===== config.mk =====
export PLATFORM = sky130hd
export DESIGN_NAME = serial_rx4
export DESIGN_NICKNAME = d
export VERILOG_FILES = /design/src/rtl/serial_rx4.sv
export SDC_FILE = /design/constraint.sdc
export NUM_CORES = 1
export LEC_CHECK = 0
export ABC_AREA = 1
export BUFFER_PORTS_ARGS = -buffer_cell sky130_fd_sc_hd__buf_2
export CAP_MARGIN = 20
export CORE_MARGIN = 1.5
export CORE_UTILIZATION = 54
export CTS_CLUSTER_SIZE = 30
export DETAILED_ROUTE_END_ITERATION = 6
export GPL_ROUTABILITY_DRIVEN = 1
export PLACE_DENSITY_LB_ADDON = 0.15
export SETUP_SLACK_MARGIN = 0.05
export SYNTH_ARGS = -nofsm -noshare
export SYNTH_HDL_FRONTEND = slang
export SYNTH_SLANG_ARGS = --single-unit

===== constraint.sdc =====
create_clock -name clk -period 1.4 [get_ports clk]
set_input_delay 0.21 -clock clk [delete_from_list [all_inputs] [get_ports clk]]
set_output_delay 0.21 -clock clk [all_outputs]
set_load 0.02 [all_outputs]

===== src/rtl/serial_rx4.sv =====
// Four-byte 8N1 serial receiver: assembles four consecutive bytes (LSB first,
// byte 0 lowest) into a 32-bit word, with frame-error and inter-byte timeout handling.
module serial_rx4 #(
   parameter int CLK_PER_BIT  = 50,
   parameter int TIMEOUT_BITS = 20
) (
   input  logic        clk,
   input  logic        rst,
   input  logic        rx,
   output logic [31:0] data,
   output logic        new_data,
   output logic        frame_err,
   output logic        timeout,
   output logic        busy,
   output logic [2:0]  state_dbg
);

   localparam int CTR_W   = $clog2(CLK_PER_BIT);
   localparam int TMR_MAX = TIMEOUT_BITS * CLK_PER_BIT;
   localparam int TMR_W   = $clog2(TMR_MAX);
   localparam logic [CTR_W-1:0] CTR_LAST = CTR_W'(CLK_PER_BIT - 1);
   localparam logic [CTR_W-1:0] CTR_HALF = CTR_W'(CLK_PER_BIT / 2 - 1);
   localparam logic [TMR_W-1:0] TMR_LAST = TMR_W'(TMR_MAX - 1);

   typedef enum logic [2:0] {
      S_IDLE      = 3'd0,
      S_START_BIT = 3'd1,
      S_DATA      = 3'd2,
      S_STOP_BIT  = 3'd3,
      S_WAIT_HIGH = 3'd4
   } state_t;

   state_t           state_q, state_d;
   logic             rx_meta_q, rx_s_q;
   logic [CTR_W-1:0] ctr_q, ctr_d;
   logic [2:0]       bit_cnt_q, bit_cnt_d;
   logic [1:0]       byte_cnt_q, byte_cnt_d;
   logic [TMR_W-1:0] timer_q, timer_d;
   logic [31:0]      word_q, word_d;
   logic [31:0]      data_q, data_d;
   logic             new_data_q, new_data_d;
   logic             frame_err_q, frame_err_d;
   logic             timeout_q, timeout_d;

   always_ff @(posedge clk or negedge rst) begin
      if (!rst) begin
         rx_meta_q   <= 1'b1;
         rx_s_q      <= 1'b1;
         state_q     <= S_IDLE;
         ctr_q       <= '0;
         bit_cnt_q   <= '0;
         byte_cnt_q  <= '0;
         timer_q     <= '0;
         word_q      <= '0;
         data_q      <= '0;
         new_data_q  <= 1'b0;
         frame_err_q <= 1'b0;
         timeout_q   <= 1'b0;
      end else begin
         rx_meta_q   <= rx;
         rx_s_q      <= rx_meta_q;
         state_q     <= state_d;
         ctr_q       <= ctr_d;
         bit_cnt_q   <= bit_cnt_d;
         byte_cnt_q  <= byte_cnt_d;
         timer_q     <= timer_d;
         word_q      <= word_d;
         data_q      <= data_d;
         new_data_q  <= new_data_d;
         frame_err_q <= frame_err_d;
         timeout_q   <= timeout_d;
      end
   end

   always_comb begin
      state_d     = state_q;
      ctr_d       = ctr_q;
      bit_cnt_d   = bit_cnt_q;
      byte_cnt_d  = byte_cnt_q;
      timer_d     = '0;
      word_d      = word_q;
      data_d      = data_q;
      new_data_d  = 1'b0;
      frame_err_d = 1'b0;
      timeout_d   = 1'b0;
      case (state_q)
         S_IDLE: begin
            // Timer only runs while a partial word is pending; any exit clears it.
            if (!rx_s_q) begin
               state_d = S_START_BIT;
               ctr_d   = '0;
            end else if (byte_cnt_q != 2'd0) begin
               if (timer_q == TMR_LAST) begin
                  timeout_d  = 1'b1;
                  byte_cnt_d = '0;
               end else begin
                  timer_d = timer_q + 1'b1;
               end
            end
         end
         S_START_BIT: begin
            if (ctr_q == CTR_HALF) begin
               ctr_d = '0;
               if (!rx_s_q) begin
                  state_d   = S_DATA;
                  bit_cnt_d = '0;
               end else begin
                  state_d = S_IDLE;
               end
            end else begin
               ctr_d = ctr_q + 1'b1;
            end
         end
         S_DATA: begin
            if (ctr_q == CTR_LAST) begin
               word_d[{byte_cnt_q, bit_cnt_q}] = rx_s_q;
               ctr_d     = '0;
               bit_cnt_d = bit_cnt_q + 1'b1;
               if (bit_cnt_q == 3'd7) state_d = S_STOP_BIT;
            end else begin
               ctr_d = ctr_q + 1'b1;
            end
         end
         S_STOP_BIT: begin
            // Sampled mid-bit, so IDLE is re-entered half a bit early for zero-gap bytes.
            if (ctr_q == CTR_LAST) begin
               ctr_d = '0;
               if (rx_s_q) begin
                  state_d    = S_IDLE;
                  byte_cnt_d = byte_cnt_q + 1'b1;
                  if (byte_cnt_q == 2'd3) begin
                     data_d     = word_q;
                     new_data_d = 1'b1;
                  end
               end else begin
                  state_d     = S_WAIT_HIGH;
                  frame_err_d = 1'b1;
                  byte_cnt_d  = '0;
                  word_d      = '0;
               end
            end else begin
               ctr_d = ctr_q + 1'b1;
            end
         end
         S_WAIT_HIGH: begin
            if (rx_s_q) state_d = S_IDLE;
         end
         default: state_d = S_IDLE;
      endcase
   end

   assign data      = data_q;
   assign new_data  = new_data_q;
   assign frame_err = frame_err_q;
   assign timeout   = timeout_q;
   assign busy      = (state_q != S_IDLE) || (byte_cnt_q != 2'd0);
   assign state_dbg = state_q;

endmodule


## After elaboration in Yosys (flattened, before gate mapping)

Index checks and enable logic that the tools add are counted.

- Flip-flop bits (word level): 93
- Input bits: 3

- Add/subtract/negate cells: 4
- $lt $le $gt $ge: 2
- Equal/unequal tests: 20
- Mux-type cells: 45
- Reduce and logical (&&, ||, !) cells: 16

Operator list:

| kind | number |
|---|---|
| 32-bit 2-to-1 mux | 3 |
| 32-bit one-hot mux with 2 select lines | 1 |
| 10-bit 2-to-1 mux | 4 |
| 32-bit bitwise mux | 1 |
| 3-bit 2-to-1 mux | 10 |
| 2-bit != test (second input constant) | 11 |
| 6-bit 2-to-1 mux | 3 |
| 6-bit one-hot mux with 3 select lines | 1 |
| 3-bit one-hot mux with 5 select lines | 1 |
| 1-bit 2-to-1 mux | 12 |
| 2-bit 2-to-1 mux | 6 |
| 4-bit AND reduction | 3 |
| 10-bit by 1-bit adder with 10-bit output (second input constant) | 1 |
| 10-bit == test (second input constant) | 1 |
| 2-bit nonzero test | 4 |
| 6-bit by 1-bit adder with 6-bit output (second input constant) | 1 |
| 3-bit by 2-bit == test with 1-bit output (second input constant) | 2 |
| 3-bit == test (second input constant) | 2 |
| 6-bit by 5-bit == test with 1-bit output (second input constant) | 1 |
| 6-bit == test (second input constant) | 1 |
| 5-bit by 6-bit less-than comparator with 1-bit output (second input constant) | 1 |
| 3-bit one-hot mux with 2 select lines | 1 |
| 6-bit AND reduction | 1 |
| 3-bit nonzero test | 2 |
| other kinds (13) | 13 |

## Longest topological paths before layout

Gate-level depths: netlist of the first run.

- Word-level depth: 7
- Mapped depth: 11
- Mapped depth without buffers: 11

## Least setup slack after synthesis of the first run

Ideal clock, no wire load.

- Path kind: reg2reg
- Start point: reg state_q[2], in the netlist state_dbg[2]
- End point: reg word_q[3]
- Setup time: 117 ps
- Arrival time: 1360 ps
- Data required time: 1283 ps
- Path slack: -77 ps
- Cell stages (with the launch flop): 10
- Buffers on the path: 1
- Cells stage by stage: dfrtp_1 > inv_2 > nand2_2 > nor2_4 > nand2_2 > o21ai_4 > buf_6 > nand2_1 > nand2_1 > nand2_1

- Word-level cells in the longest chain between the ends: 3
- Elaborated cells between the ends (all ways): 8
- Classes of those cells: eq/ne: 5; mux: 1; reduce/logical: 2

RTL lines:

| element | RTL line | text |
|---|---|---|
| start, declared | 33 | `state_t state_q, state_d;` |
| start signal, assigned | 62 | `state_q <= state_d;` |
| 3-bit by 2-bit == test with 1-bit output | 86 | `case (state_q)` |
| 2-bit != test (no source line) or 2-bit nonzero test (tied branches) | n/a |  |
| 4-bit AND reduction (no source line) | n/a |  |
| end signal, assigned | 67 | `word_q <= word_d;` |
| end, declared | 39 | `logic [31:0] word_q, word_d;` |

Several ways; a longest one is shown, not always the timed one.
A chain may end at the register's enable or synchronous reset.

## Worst setup path in the final report of the first run

- Start point: reg ctr_q[1]
- End point: reg data_q[31], in the netlist data[31]

- Word-level cells in the longest chain between the ends: 2

RTL lines:

| element | RTL line | text |
|---|---|---|
| start, declared | 35 | `logic [CTR_W-1:0] ctr_q, ctr_d;` |
| start signal, assigned | 63 | `ctr_q <= ctr_d;` |
| 6-bit == test | 126 | `if (ctr_q == CTR_LAST) begin` |
| 4-bit AND reduction (no source line) | n/a |  |
| end signal, assigned | 68 | `data_q <= data_d;` |
| end, declared | 40 | `logic [31:0] data_q, data_d;` |

No other way between the ends.

==> results of run 1 <==
==> synthesized netlist by cell type <==
cell type / n
nor2_4: 2
nor2_2: 2
dfrtp_1: 91
o21bai_1: 2
nand3_2: 1
o31ai_1: 4
nor2_1: 26
nor3_2: 1
nor3_1: 3
inv_1: 36
buf_4: 6
nand2_2: 4
nand2_1: 254
ha_1: 13
nor2_8: 1
nor3b_1: 1
a31oi_1: 2
xor2_1: 5
buf_6: 3
buf_2: 4
dfstp_2: 2
nand3_1: 53
nand4_1: 18
clkbuf_1: 12
xnor2_1: 1
o21ai_0: 23
a21oi_1: 2
nand2_4: 1
o21ai_4: 1
buf_1: 1
nand4_4: 1
inv_2: 6
==> kinds of logic after synthesis <==
kind of cell             after synthesis
buffers and inverters                 68
adder cells (fa/ha/maj)               13
AO/OA/AOI/OAI                         34
flip-flops                            93
AND/OR/NAND/NOR                      368
XOR/XNOR                               6
==> final timing paths <==
path                       depth (start not counted)                    to  slack (ns)                 start
min reg2reg                                        0      rx_s_q$_DFF_PN1_        0.37   rx_meta_q$_DFF_PN1_
max                                               10  data[31]$_DFFE_PN0P_       -0.19  ctr_q[1]$_DFFE_PN0P_
min                                                2  data[11]$_DFFE_PN0P_        0.33                   rst
max reg2reg                                       10  data[31]$_DFFE_PN0P_       -0.19  ctr_q[1]$_DFFE_PN0P_
max in group asynchronous                          3  data[30]$_DFFE_PN0P_        0.56                   rst
min in group clk                                   0      rx_s_q$_DFF_PN1_        0.37   rx_meta_q$_DFF_PN1_
==> final cells by class <==
type / count / area (µm²) / area share, %
clock buffers: 10 / 138 / 2.20
clock inverters: 5 / 42.5 / 0.680
inverters: 42 / 168 / 2.68
multi-input cells: 421 / 2530 / 40.4
flip-flops and latches: 93 / 2330 / 37.3
well taps: 105 / 131 / 2.10
repair buffers: 107 / 917 / 14.7
==> flip-flops by register name, indices dropped and copies added, names as in the netlist <==
register	flops
data	32
word_q	32
timer_q	10
ctr_q	6
bit_cnt_q	3
state_dbg	3
byte_cnt_q	2
frame_err	1
new_data	1
rx_meta_q	1
rx_s_q	1
timeout	1
==> routing by layer <==
metal	vias to the layer above	wire, µm	GRT usage [%]
li1	2042	-	-
met5	-	0	0
met1	2009	4850	30.8
met3	35	433	3.75
met4	0	283	10.2
met2	121	6160	43.8
==> power groups by stage <==
stage / Sequential [mW] / Clock (mW) / Combinational [mW]
2_1_floorplan: 3.01 / 0 / 1.11
3_3_place_gp: 2.96 / 0 / 1.93
3_5_place_dp: 2.97 / 0 / 1.98
4_1_cts: 2.90 / 1.72 / 2.47
5_1_grt: 2.92 / 1.84 / 3.18
6_report: 2.91 / 1.71 / 2.93
==> layout by cell type (no fill, tap or decap), types with 3 or more instances in the layout <==
cell and n:
nand3_2 7, inv_1 29, nor2_1 16, inv_6 3, o21ai_0 18, nor2_4 10
o31ai_1 4, nand4_1 18, nand2_2 45, nand3_1 44, nand2_4 24, clkbuf_8 10
dfrtp_1 87, inv_2 10, nand2_1 188, dfrtp_2 4, buf_4 43, buf_2 39
ha_4 4, clkbuf_16 3, o21ai_1 3, buf_12 9, nand3_4 3, xor2_1 5
nor2_2 4, ha_1 7, buf_6 11
==> worst register-to-register path, stage by stage, from the launching register on <==
cell       delay (ns)
dfrtp_1          0.40
inv_2            0.09
ha_4             0.16
nand3_4          0.07
nor2_4           0.15
buf_12           0.13
nand4_4          0.11
clkinv_4         0.15
clkbuf_16        0.19
nand2_4          0.05
nand2_2          0.04
==> what timing repair did <==
action,CTS,global route
resized for setup,46,116
pin swaps,13,32
endpoints found under the setup margin,86,90
hold buffers,2,0
buffers inserted,7,7
gates cloned,0,3
endpoints found under the hold margin,26,0
==> impl_results.md, run 1 <==
* P_sw at 2.83 mW
* Initial antenna violation count at 0
* Buf+Inv Stages, Crit Path at 4
* Max-slew violations at 0
* CTS Buf Count at 9
* Post-synthesis cell area at 0.00463 mm²
* Logic pwr share at 38.9%
* Critical path's top delay family: buffers and inverters
* Clk pin slew, worst setup/hold paths at 0.10 ns
* DP HPWL at 7.02 mm
* Largest family of logic cells by synthesized area: simple AND/OR/NAND/NOR gates
* Vias in the first global route at 3,963
* Power Total at 7.55 mW
* Core Area at 0.00826 mm²
* Tot GR Track Use at 25.0%
* Fillers at 583
* Peak Freq at 0.627 GHz
* Place WS at -0.162 ns
* Maximum number of pins on one net before global-route repair at 33
* Routability cong. at 0.887
* Post-DRT Antenna Nets at 0
* Initial drt markers at 242
* Finished Cell Area at 0.00626 mm²
* Avg Cell Area, Syn at 7.96 µm²
* PnR worst setup slack at -0.194 ns
* DR WL/cell at 15.0 µm
* Post-Layout Cell Count at 783
* Mux contribution to synthesized area at 0%
* Final setup viols at 74
* Simple-gate share of the synthesized area at 34.2%
* Fraction of layout cells with a size suffix above 1 at 36.7%
* Slowest CP cell: dfrtp_1
* RSZ-0062 raised after global routing: true
* Synth Register Bits at 93
* Sum of negative setup slack at -10.25 ns
* Cell variety after synth at 32
* Placed Area at 0.00533 mm²
* Critical Path Source Type: flip-flop
* Clock share of power at 22.6%
* Power per cell area at 1210 mW/mm²
* Num rows at 33
* Adder-cell share of the synthesized area at 3.51%
* First-pass GRT wire length at 17.8 mm
* Initial core utilization at 56.1%
* WL final at 11.7 mm
* Clock skew at 0.0135 ns
* Internal power at 4.72 mW
* Crit path kind: flip-flop to flip-flop
* Violated checks: negative setup slack
* Area growth syn-to-layout at 35.1%
* Crit path capture type: flip-flop
* Max FO, Critical Path at 8
* Crit share post-route at 114%
* N_diodes at 0
* Syn_nets at 598
* Hold crit path type: primary input to asynchronous set/reset pin
* Nets at 690
* Least-Margin Pin Slew at 0.469 ns
* Max clock buf depth at 2
* IO Count at 42
* Grt ovf at 0
* DR pass1 iterations at 7
* Share of the synthesized area in the top cell type at 49.1%
* Status: finished, violations left
* Synth area leader: dfrtp_1
* Drt drc at 0
* Root buf cell: clkbuf_8
* Cells after Synth at 582
* Area fraction in compound gates after synthesis at 4.29%
* Switching fraction of total power at 37.5%
* Fin crit period at 1.59 ns
* Share of the yosys chip area belonging to registers at 50.3%
* Vias per std cell at 5.37
* Die area at 0.00915 mm²
* Max stage delay on crit path at 0.40 ns
* Placed cell count at 752
* Worst VDD drop at 1.20 mV
* Number of buffers added on ports at 41
* Final Hold Viols at 0
* H-Tree Depth at 3
* Number of synthesis warnings at 0
* Reg power frac at 38.5%
* CTS tree: built
* Max-slew headroom at 68.7%
* TritonCTS Sinks at 93
* CP required at 1.71 ns
* Crit-path cells: inv_2 -> ha_4 -> nand3_4 -> nor2_4 -> buf_12 -> nand4_4 -> clkinv_4 -> clkbuf_16 -> nand2_4 -> nand2_2
* Maxcap violations at 0
* Utilization after layout at 75.8%
* Xor/xnor share of the synthesized area at 1.13%
* Worst-Skew Late Latency at 0.37 ns
* Die X at 95.6 µm
* Hold_ws at 0.333 ns
* DIE HEIGHT at 95.6 µm
* Worst path arrival time at 1.90 ns
* DR vias at 4,207
* Leak pwr at 3.51 nW
* Synth top area cells: dfrtp_1 (49%), nand2_1 (21%), nand3_1 (5.7%)
Note: power is estimated with default switching activity, not from simulation.
==> run 2, diff against run 1 <==
- ABC_CLOCK_PERIOD_IN_PS: default -> 1400
- CORE_MARGIN: 1.5 -> 5
==> run 2 against run 1 <==
Largest power group is now registers. Sequential share of layout area up 0.47 points. Setup slack got worse by 0.0052 ns. Combinational power decreased by 2%. Clock-buffer cell count is the same. The run still ends with negative setup slack left. Highest routed layer unchanged. Global-route usage shrank 2.5 points.
==> impl_results.md, run 2 (synthesis results as in run 1) <==
* Status: finished, violations left (unchanged)
* Violated checks: negative setup slack (unchanged)
* Maximum number of pins on one net before global-route repair at 49 (was 33)
* Peak Freq at 0.625 GHz (was 0.627 GHz)
* Grt ovf at 0 (unchanged)
* Fin crit period at 1.60 ns (was 1.59 ns)
* Number of buffers added on ports at 41 (unchanged)
* Nets at 712 (was 690)
* CTS tree: built (unchanged)
* H-Tree Depth at 3 (unchanged)
* Initial drt markers at 284 (was 242)
* Switching fraction of total power at 34.7% (was 37.5%)
* Leak pwr at 3.35 nW (was 3.51 nW)
* WL final at 11.5 mm (was 11.7 mm)
* DR pass1 iterations at 5 (was 7)
* Max FO, Critical Path at 5 (was 8)
* Crit share post-route at 114% (about the same)
* CP required at 1.70 ns (was 1.71 ns)
* Max-slew violations at 0 (unchanged)
* Area growth syn-to-layout at 33.4% (was 35.1%)
* Worst-Skew Late Latency at 0.36 ns (was 0.37 ns)
* PnR worst setup slack at -0.199 ns (was -0.194 ns)
* DR WL/cell at 14.3 µm (was 15.0 µm)
* Reg2reg setup slack at -0.20 ns (was -0.19 ns)
* Vias per std cell at 5.30 (was 5.37)
* Maxcap violations at 0 (unchanged)
* P_sw at 2.68 mW (was 2.83 mW)
* DR vias at 4,266 (was 4,207)
* Utilization after layout at 74.4% (was 75.8%)
* Num rows at 33 (unchanged)
* Post-DRT Antenna Nets at 0 (unchanged)
* First-pass GRT wire length at 18.9 mm (was 17.8 mm)
* Initial antenna violation count at 0 (unchanged)
* Fraction of layout cells with a size suffix above 1 at 32.6% (was 36.7%)
* DIE HEIGHT at 103 µm (was 95.6 µm)
* Reg power frac at 37.6% (was 38.5%)
* Routability cong. at 0.853 (was 0.887)
* Final setup viols at 80 (was 74)
* Fillers at 609 (was 583)
* Logic pwr share at 37.3% (was 38.9%)
* RSZ-0062 raised after global routing: true (unchanged)
* Root buf cell: clkbuf_8 (unchanged)
* Clk pin slew, worst setup/hold paths at 0.09 ns (was 0.10 ns)
* IO Count at 42 (unchanged)
* Worst r2r src: ctr_q[1]$_DFFE_PN0P_ (unchanged)
* N_diodes at 0 (unchanged)
* Tot GR Track Use at 22.5% (was 25.0%)
* Commonest non-fill, non-tap cell in the layout: nand2_1 (unchanged)
* R2R depth at 12 (was 10)
* Drt drc at 0 (unchanged)
* TritonCTS Sinks at 93 (unchanged)
* Reg-to-reg endpoint: state_dbg[0]$_DFFE_PN0P_ (was data[31]$_DFFE_PN0P_)
* Worst VDD drop at 1.25 mV (was 1.20 mV)
* Clock share of power at 25.1% (was 22.6%)
* Finished Cell Area at 0.00618 mm² (was 0.00626 mm²)
* Power per cell area at 1250 mW/mm² (was 1210 mW/mm²)
* CTS Buf Count at 9 (unchanged)
* DP HPWL at 7.45 mm (was 7.02 mm)
* Commonest cells after routing, fill and taps aside: nand2_1 (224), dfrtp_1 (88), buf_4 (67), nand3_1 (47), buf_2 (37) (was nand2_1 (188), dfrtp_1 (87), nand2_2 (45), nand3_1 (44), buf_4 (43))
* Crit path capture type: flip-flop (unchanged)
* Initial core utilization at 55.8% (was 56.1%)
* Max-slew headroom at 73.2% (was 68.7%)
* Max clock buf depth at 2 (unchanged)
* Critical Path Source Type: flip-flop (unchanged)
* Least-Margin Pin Slew at 0.402 ns (was 0.469 ns)
* Worst path arrival time at 1.90 ns (about the same)
* Final Hold Viols at 0 (unchanged)
* Hold crit path type: primary input to asynchronous set/reset pin (unchanged)
* Critical Path Source: ctr_q[1]$_DFFE_PN0P_ (unchanged)
* Internal power at 5.05 mW (was 4.72 mW)
* Crit path kind: flip-flop to flip-flop (unchanged)
* Die X at 103 µm (was 95.6 µm)
* Core Area at 0.00830 mm² (was 0.00826 mm²)
* Critical path endpoint: state_dbg[0]$_DFFE_PN0P_ (was data[31]$_DFFE_PN0P_)
* Die area at 0.0105 mm² (was 0.00915 mm²)
* Vias in the first global route at 4,135 (was 3,963)
* Placed Area at 0.00542 mm² (was 0.00533 mm²)
* Clock skew at 0.0102 ns (was 0.0135 ns)
## run 2: cell count changes in the layout (fill, tap and decap cells not counted), moves of 3 or more
cell	change
nand2_1	+36
buf_4	+24
nand2_2	-19
nand2_4	-15
buf_12	-3
buf_6	+3
clkbuf_16	-3
nand3_1	+3
nand3_2	-3
## run 2: metal layers
metal / routed length, µm / part of all wire (%) / vias up / track usage [%]
met3: 504 / 4.4 / 23 / 4.53
met5: 0 / 0 / - / 0
met2: 6110 / 53 / 125 / 39.4
met4: 181 / 1.6 / 0 / 7.47
li1: - / - / 2065 / -
met1: 4720 / 41 / 2053 / 27.9
## run 2: metrics by stage
step / setup slack [ns] / power [mW] / cells / hold WS [ns] / TNS [ns]
detailed placement: -0.144 / 5.02 / 765 / 0.145 / -6.66
finish: -0.199 / 7.74 / 805 / 0.301 / -13.26
floorplan: -0.0443 / 4.12 / 582 / -0.0856 / -1.21
CTS: -0.167 / 7.25 / 798 / 0.306 / -8.42
global route: -0.291 / 8.15 / 805 / 0.306 / -19.58
global placement: -0.0965 / 4.96 / 765 / 0.137 / -3.36
## run 2: worst max-delay path, stage by stage, from the launching register on
cell and delay, ns:
dfrtp_1 0.40, inv_2 0.08, ha_4 0.15, nand2_1 0.07
inv_2 0.09, nand3_4 0.09, buf_6 0.14, buf_6 0.11
nand2_2 0.07, nand2_4 0.09, nor2_4 0.13, nand2_1 0.06
nand2_1 0.06
## run 2: worst min path at each step
stage	slack, ns	to	startpoint
floorplan	-0.09	bit_cnt_q[0]$_DFFE_PN0P_	rst
global placement	0.14	data[6]$_DFFE_PN0P_	rst
detailed placement	0.14	data[6]$_DFFE_PN0P_	rst
CTS	0.31	data[6]$_DFFE_PN0P_	rst
global route	0.31	data[5]$_DFFE_PN0P_	rst
finish	0.30	data[6]$_DFFE_PN0P_	rst
## run 2: repair_timing
item / in CTS / in global routing
hold buffers: 2 / 0
endpoints found under the hold margin: 21 / 0
endpoints found under the setup margin: 82 / 91
gates cloned: 2 / 1
pin swaps: 12 / 26
gates resized for setup: 34 / 73
buffers inserted: 15 / 9
## run 2: power by group through the flow
stage | combinational (mW) | clock, mW | sequential [mW]
final | 2.88 | 1.94 | 2.91
after global routing | 3.09 | 2.13 | 2.92
after CTS | 2.35 | 2.00 | 2.89
after detailed placement | 2.03 | 0 | 2.98
after global placement | 1.99 | 0 | 2.97
after floorplan | 1.11 | 0 | 3.01
## run 2: final cells by class
class	instances	area [µm²]	area share [%]
clock buffers	10	128	2.07
clock inverters	5	83.8	1.36
inverters	42	165	2.67
multi-input cells	421	2290	37.1
flip-flops and latches	93	2330	37.8
well taps	105	131	2.13
repair buffers	129	1040	16.9
==> run 3, diff against run 2 <==
- ABC_CLOCK_PERIOD_IN_PS: 1400 -> default
- BUFFER_PORTS_ARGS: -buffer_cell sky130_fd_sc_hd__buf_2 -> default
- CORE_UTILIZATION: 54 -> 57
- DONT_BUFFER_PORTS: default -> 1
==> run 3 against run 2 <==
The run ends with negative hold slack, negative setup slack left. Wire length grew 2.4%. Fmax grew 0.44%. Sequential share of layout area grew 0.29 points. Final cell count shrank 6.8%. Clock skew shrank 0.00077 ns. Utilization grew 4.1 points. Non-clock buffer count shrank 56. Sequential cell count is the same. Via count shrank 3.1%. Setup slack gained 0.0070 ns. First-iteration DRC count grew 15%. Clock-buffer cell count is the same. Critical path type unchanged. Highest routed layer unchanged.
==> impl_results.md, run 3 (synthesis results as in run 1) <==
* Most used cell, CP: nand2_1 (unchanged)
* Fin crit period at 1.59 ns (was 1.60 ns)
* Max-slew violations at 0 (unchanged)
* DR vias at 4,135 (was 4,266)
* Final Hold Viols at 93 (was 0)
* Vias per std cell at 5.51 (was 5.30)
* DR pass1 iterations at 5 (unchanged)
* Internal power at 4.66 mW (was 5.05 mW)
* Commonest cells after routing, fill and taps aside: nand2_1 (188), dfrtp_1 (88), buf_4 (49), nand3_1 (44), nand2_2 (42) (was nand2_1 (224), dfrtp_1 (88), buf_4 (67), nand3_1 (47), buf_2 (37))
* Peak Freq at 0.628 GHz (was 0.625 GHz)
* PnR worst setup slack at -0.192 ns (was -0.199 ns)
* DR WL/cell at 15.7 µm (was 14.3 µm)
* R2R depth at 10 (was 12)
* Reg2reg setup slack at -0.19 ns (was -0.20 ns)
* Leak pwr at 3.37 nW (was 3.35 nW)
* Clk pin slew, worst setup/hold paths at 0.09 ns (about the same)
* Max stage delay on crit path at 0.41 ns (was 0.40 ns)
* Critical path's top delay family: simple AND/OR/NAND/NOR gates (unchanged)
* Maximum number of pins on one net before global-route repair at 94 (was 49)
* Area growth syn-to-layout at 32.3% (was 33.4%)
* Drt drc at 0 (unchanged)
* Status: finished, violations left (unchanged)
* Worst-Skew Late Latency at 0.36 ns (about the same)
* Least-Margin Pin Slew at 0.397 ns (was 0.402 ns)
* Num rows at 32 (was 33)
* Fraction of layout cells with a size suffix above 1 at 34.7% (was 32.6%)
* CP required at 1.66 ns (was 1.70 ns)
* Reg-to-reg endpoint: word_q[10]$_DFFE_PN0P_ (was state_dbg[0]$_DFFE_PN0P_)
* Die area at 0.0100 mm² (was 0.0105 mm²)
* Violated checks: negative hold slack, negative setup slack (was negative setup slack)
* DP HPWL at 6.92 mm (was 7.45 mm)
* Max FO, Critical Path at 24 (was 5)
* DIE HEIGHT at 100 µm (was 103 µm)
* Fillers at 523 (was 609)
* Critical Path Stages at 10 (was 12)
* H-Tree Depth at 3 (unchanged)
* Die X at 100 µm (was 103 µm)
* Logic pwr share at 39.1% (was 37.3%)
* Nets at 660 (was 712)
* Critical Path Source Type: flip-flop (unchanged)
* CTS Buf Count at 9 (unchanged)
* Hold crit path type: primary input to asynchronous set/reset pin (unchanged)
* Commonest non-fill, non-tap cell in the layout: nand2_1 (unchanged)
* Clock skew at 0.00945 ns (was 0.0102 ns)
* Slowest CP cell: dfrtp_1 (unchanged)
* Routability cong. at 0.898 (was 0.853)
* Max clock buf depth at 2 (unchanged)
* Max-slew headroom at 73.5% (was 73.2%)
* Power per cell area at 1210 mW/mm² (was 1250 mW/mm²)
* Hold_ws at -0.470 ns (was 0.301 ns)
* Crit path kind: flip-flop to flip-flop (unchanged)
* Critical path endpoint: word_q[10]$_DFFE_PN0P_ (was state_dbg[0]$_DFFE_PN0P_)
* Hold-fix buffers, CTS at 1 (was 2)
* Worst path arrival time at 1.85 ns (was 1.90 ns)
* Crit share post-route at 114% (about the same)
* Switching fraction of total power at 37.2% (was 34.7%)
* Initial drt markers at 328 (was 284)
* P_sw at 2.76 mW (was 2.68 mW)
* Tot GR Track Use at 22.9% (was 22.5%)
* Vias in the first global route at 3,971 (was 4,135)
* Clock share of power at 21.3% (was 25.1%)
* Buf+Inv Stages, Crit Path at 2 (was 4)
* RSZ-0062 raised after global routing: true (unchanged)
* Power Total at 7.41 mW (was 7.74 mW)
* N_diodes at 0 (unchanged)
* Maxcap violations at 0 (unchanged)
* WL final at 11.8 mm (was 11.5 mm)
* Post-DRT Antenna Nets at 0 (unchanged)
* Root buf cell: clkbuf_8 (unchanged)
* Grt ovf at 0 (unchanged)
* Crit-path cells: inv_2 -> ha_4 -> nand3_4 -> nor2_4 -> nand2_4 -> o21ai_4 -> buf_12 -> nand2_1 -> nand2_1 -> nand2_1 (was inv_2 -> ha_4 -> nand2_1 -> inv_2 -> nand3_4 -> buf_6 -> buf_6 -> nand2_2 -> nand2_4 -> nor2_4 -> nand2_1 -> nand2_1)
* First-pass GRT wire length at 18.3 mm (was 18.9 mm)
* IO Count at 42 (unchanged)
* Reg power frac at 39.6% (was 37.6%)
* CTS tree: built (unchanged)
* Initial antenna violation count at 0 (unchanged)
* Initial core utilization at 59.3% (was 55.8%)
* Critical Path Source: ctr_q[1]$_DFFE_PN0P_ (unchanged)
* Core Area at 0.00781 mm² (was 0.00830 mm²)
* TritonCTS Sinks at 93 (unchanged)
* Crit path capture type: flip-flop (unchanged)
* Worst r2r src: ctr_q[1]$_DFFE_PN0P_ (unchanged)
* Final setup viols at 77 (was 80)
* Number of buffers added on ports at 0 (was 41)
* Worst VDD drop at 1.33 mV (was 1.25 mV)
==> run 3: changes by cell type in the layout (fill, tap and decap cells not counted), sizes merged <==
cell / previous run / this run
buf: 127 / 72
bufinv: 2 / 0
clkinv: 0 / 5
dlygate4sd3: 2 / 1
inv: 43 / 44
==> run 3: stage by stage <==
| step | cell area, µm² | util (%) | TNS [ns] | std cells | setup slack [ns] |
|---|---|---|---|---|---|
| after detailed placement | 5110 | 65.4 | -6.47 | 715 | -0.144 |
| after CTS | 5640 | 72.3 | -4.27 | 742 | -0.126 |
| after floorplan | 4710 | - | -1.21 | 582 | -0.0443 |
| after global placement | 5110 | 65.4 | -3.53 | 715 | -0.0838 |
| final | 6130 | 78.5 | -9.57 | 750 | -0.192 |
| after global routing | 6130 | 78.5 | -14.47 | 750 | -0.253 |
==> run 3: layout make-up <==
type / count / area [µm²] / area share (%)
inverter: 42 / 181 / 2.96
clock inverter: 5 / 37.5 / 0.612
clock buffer: 10 / 128 / 2.08
sequential: 93 / 2330 / 38.1
timing repair inverter: 4 / 96.3 / 1.57
tap: 102 / 128 / 2.08
timing repair buffer: 73 / 672 / 11.0
multi-input combinational: 421 / 2550 / 41.7
==> run 3: power groups by stage <==
stage / clock [mW] / sequential [mW] / combinational, mW
finish: 1.58 / 2.94 / 2.90
global route: 1.76 / 2.95 / 3.11
CTS: 1.62 / 2.91 / 2.30
detailed placement: 0 / 2.98 / 1.94
global placement: 0 / 2.97 / 1.89
floorplan: 0 / 3.01 / 1.11
==> run 3: worst min path at each step <==
stage	startpoint	endpoint	cells after the start
after global placement	rst	data[17]$_DFFE_PN0P_	0
after CTS	rst	data[16]$_DFFE_PN0P_	0
final	rst	data[16]$_DFFE_PN0P_	0
after global routing	rst	data[16]$_DFFE_PN0P_	0
after floorplan	rst	bit_cnt_q[0]$_DFFE_PN0P_	0
after detailed placement	rst	data[16]$_DFFE_PN0P_	0
==> run 3: per-layer routing <==
layer / GRT usage, % / part of all wire (%) / vias to the layer above
met4: 11.0 / 1.9 / 0
met2: 38.1 / 51 / 166
met1: 29.3 / 42 / 1983
met3: 3.41 / 5.0 / 23
li1: - / - / 1963
met5: 0 / 0 / -
==> run 3: what timing repair did <==
| action | CTS | global route |
|---|---|---|
| endpoints found under the setup margin | 79 | 91 |
| pin swaps | 25 | 35 |
| gates cloned | 4 | 0 |
| hold endpoints to repair | 94 | 93 |
| buffers inserted | 7 | 10 |
| gates resized for setup | 84 | 115 |
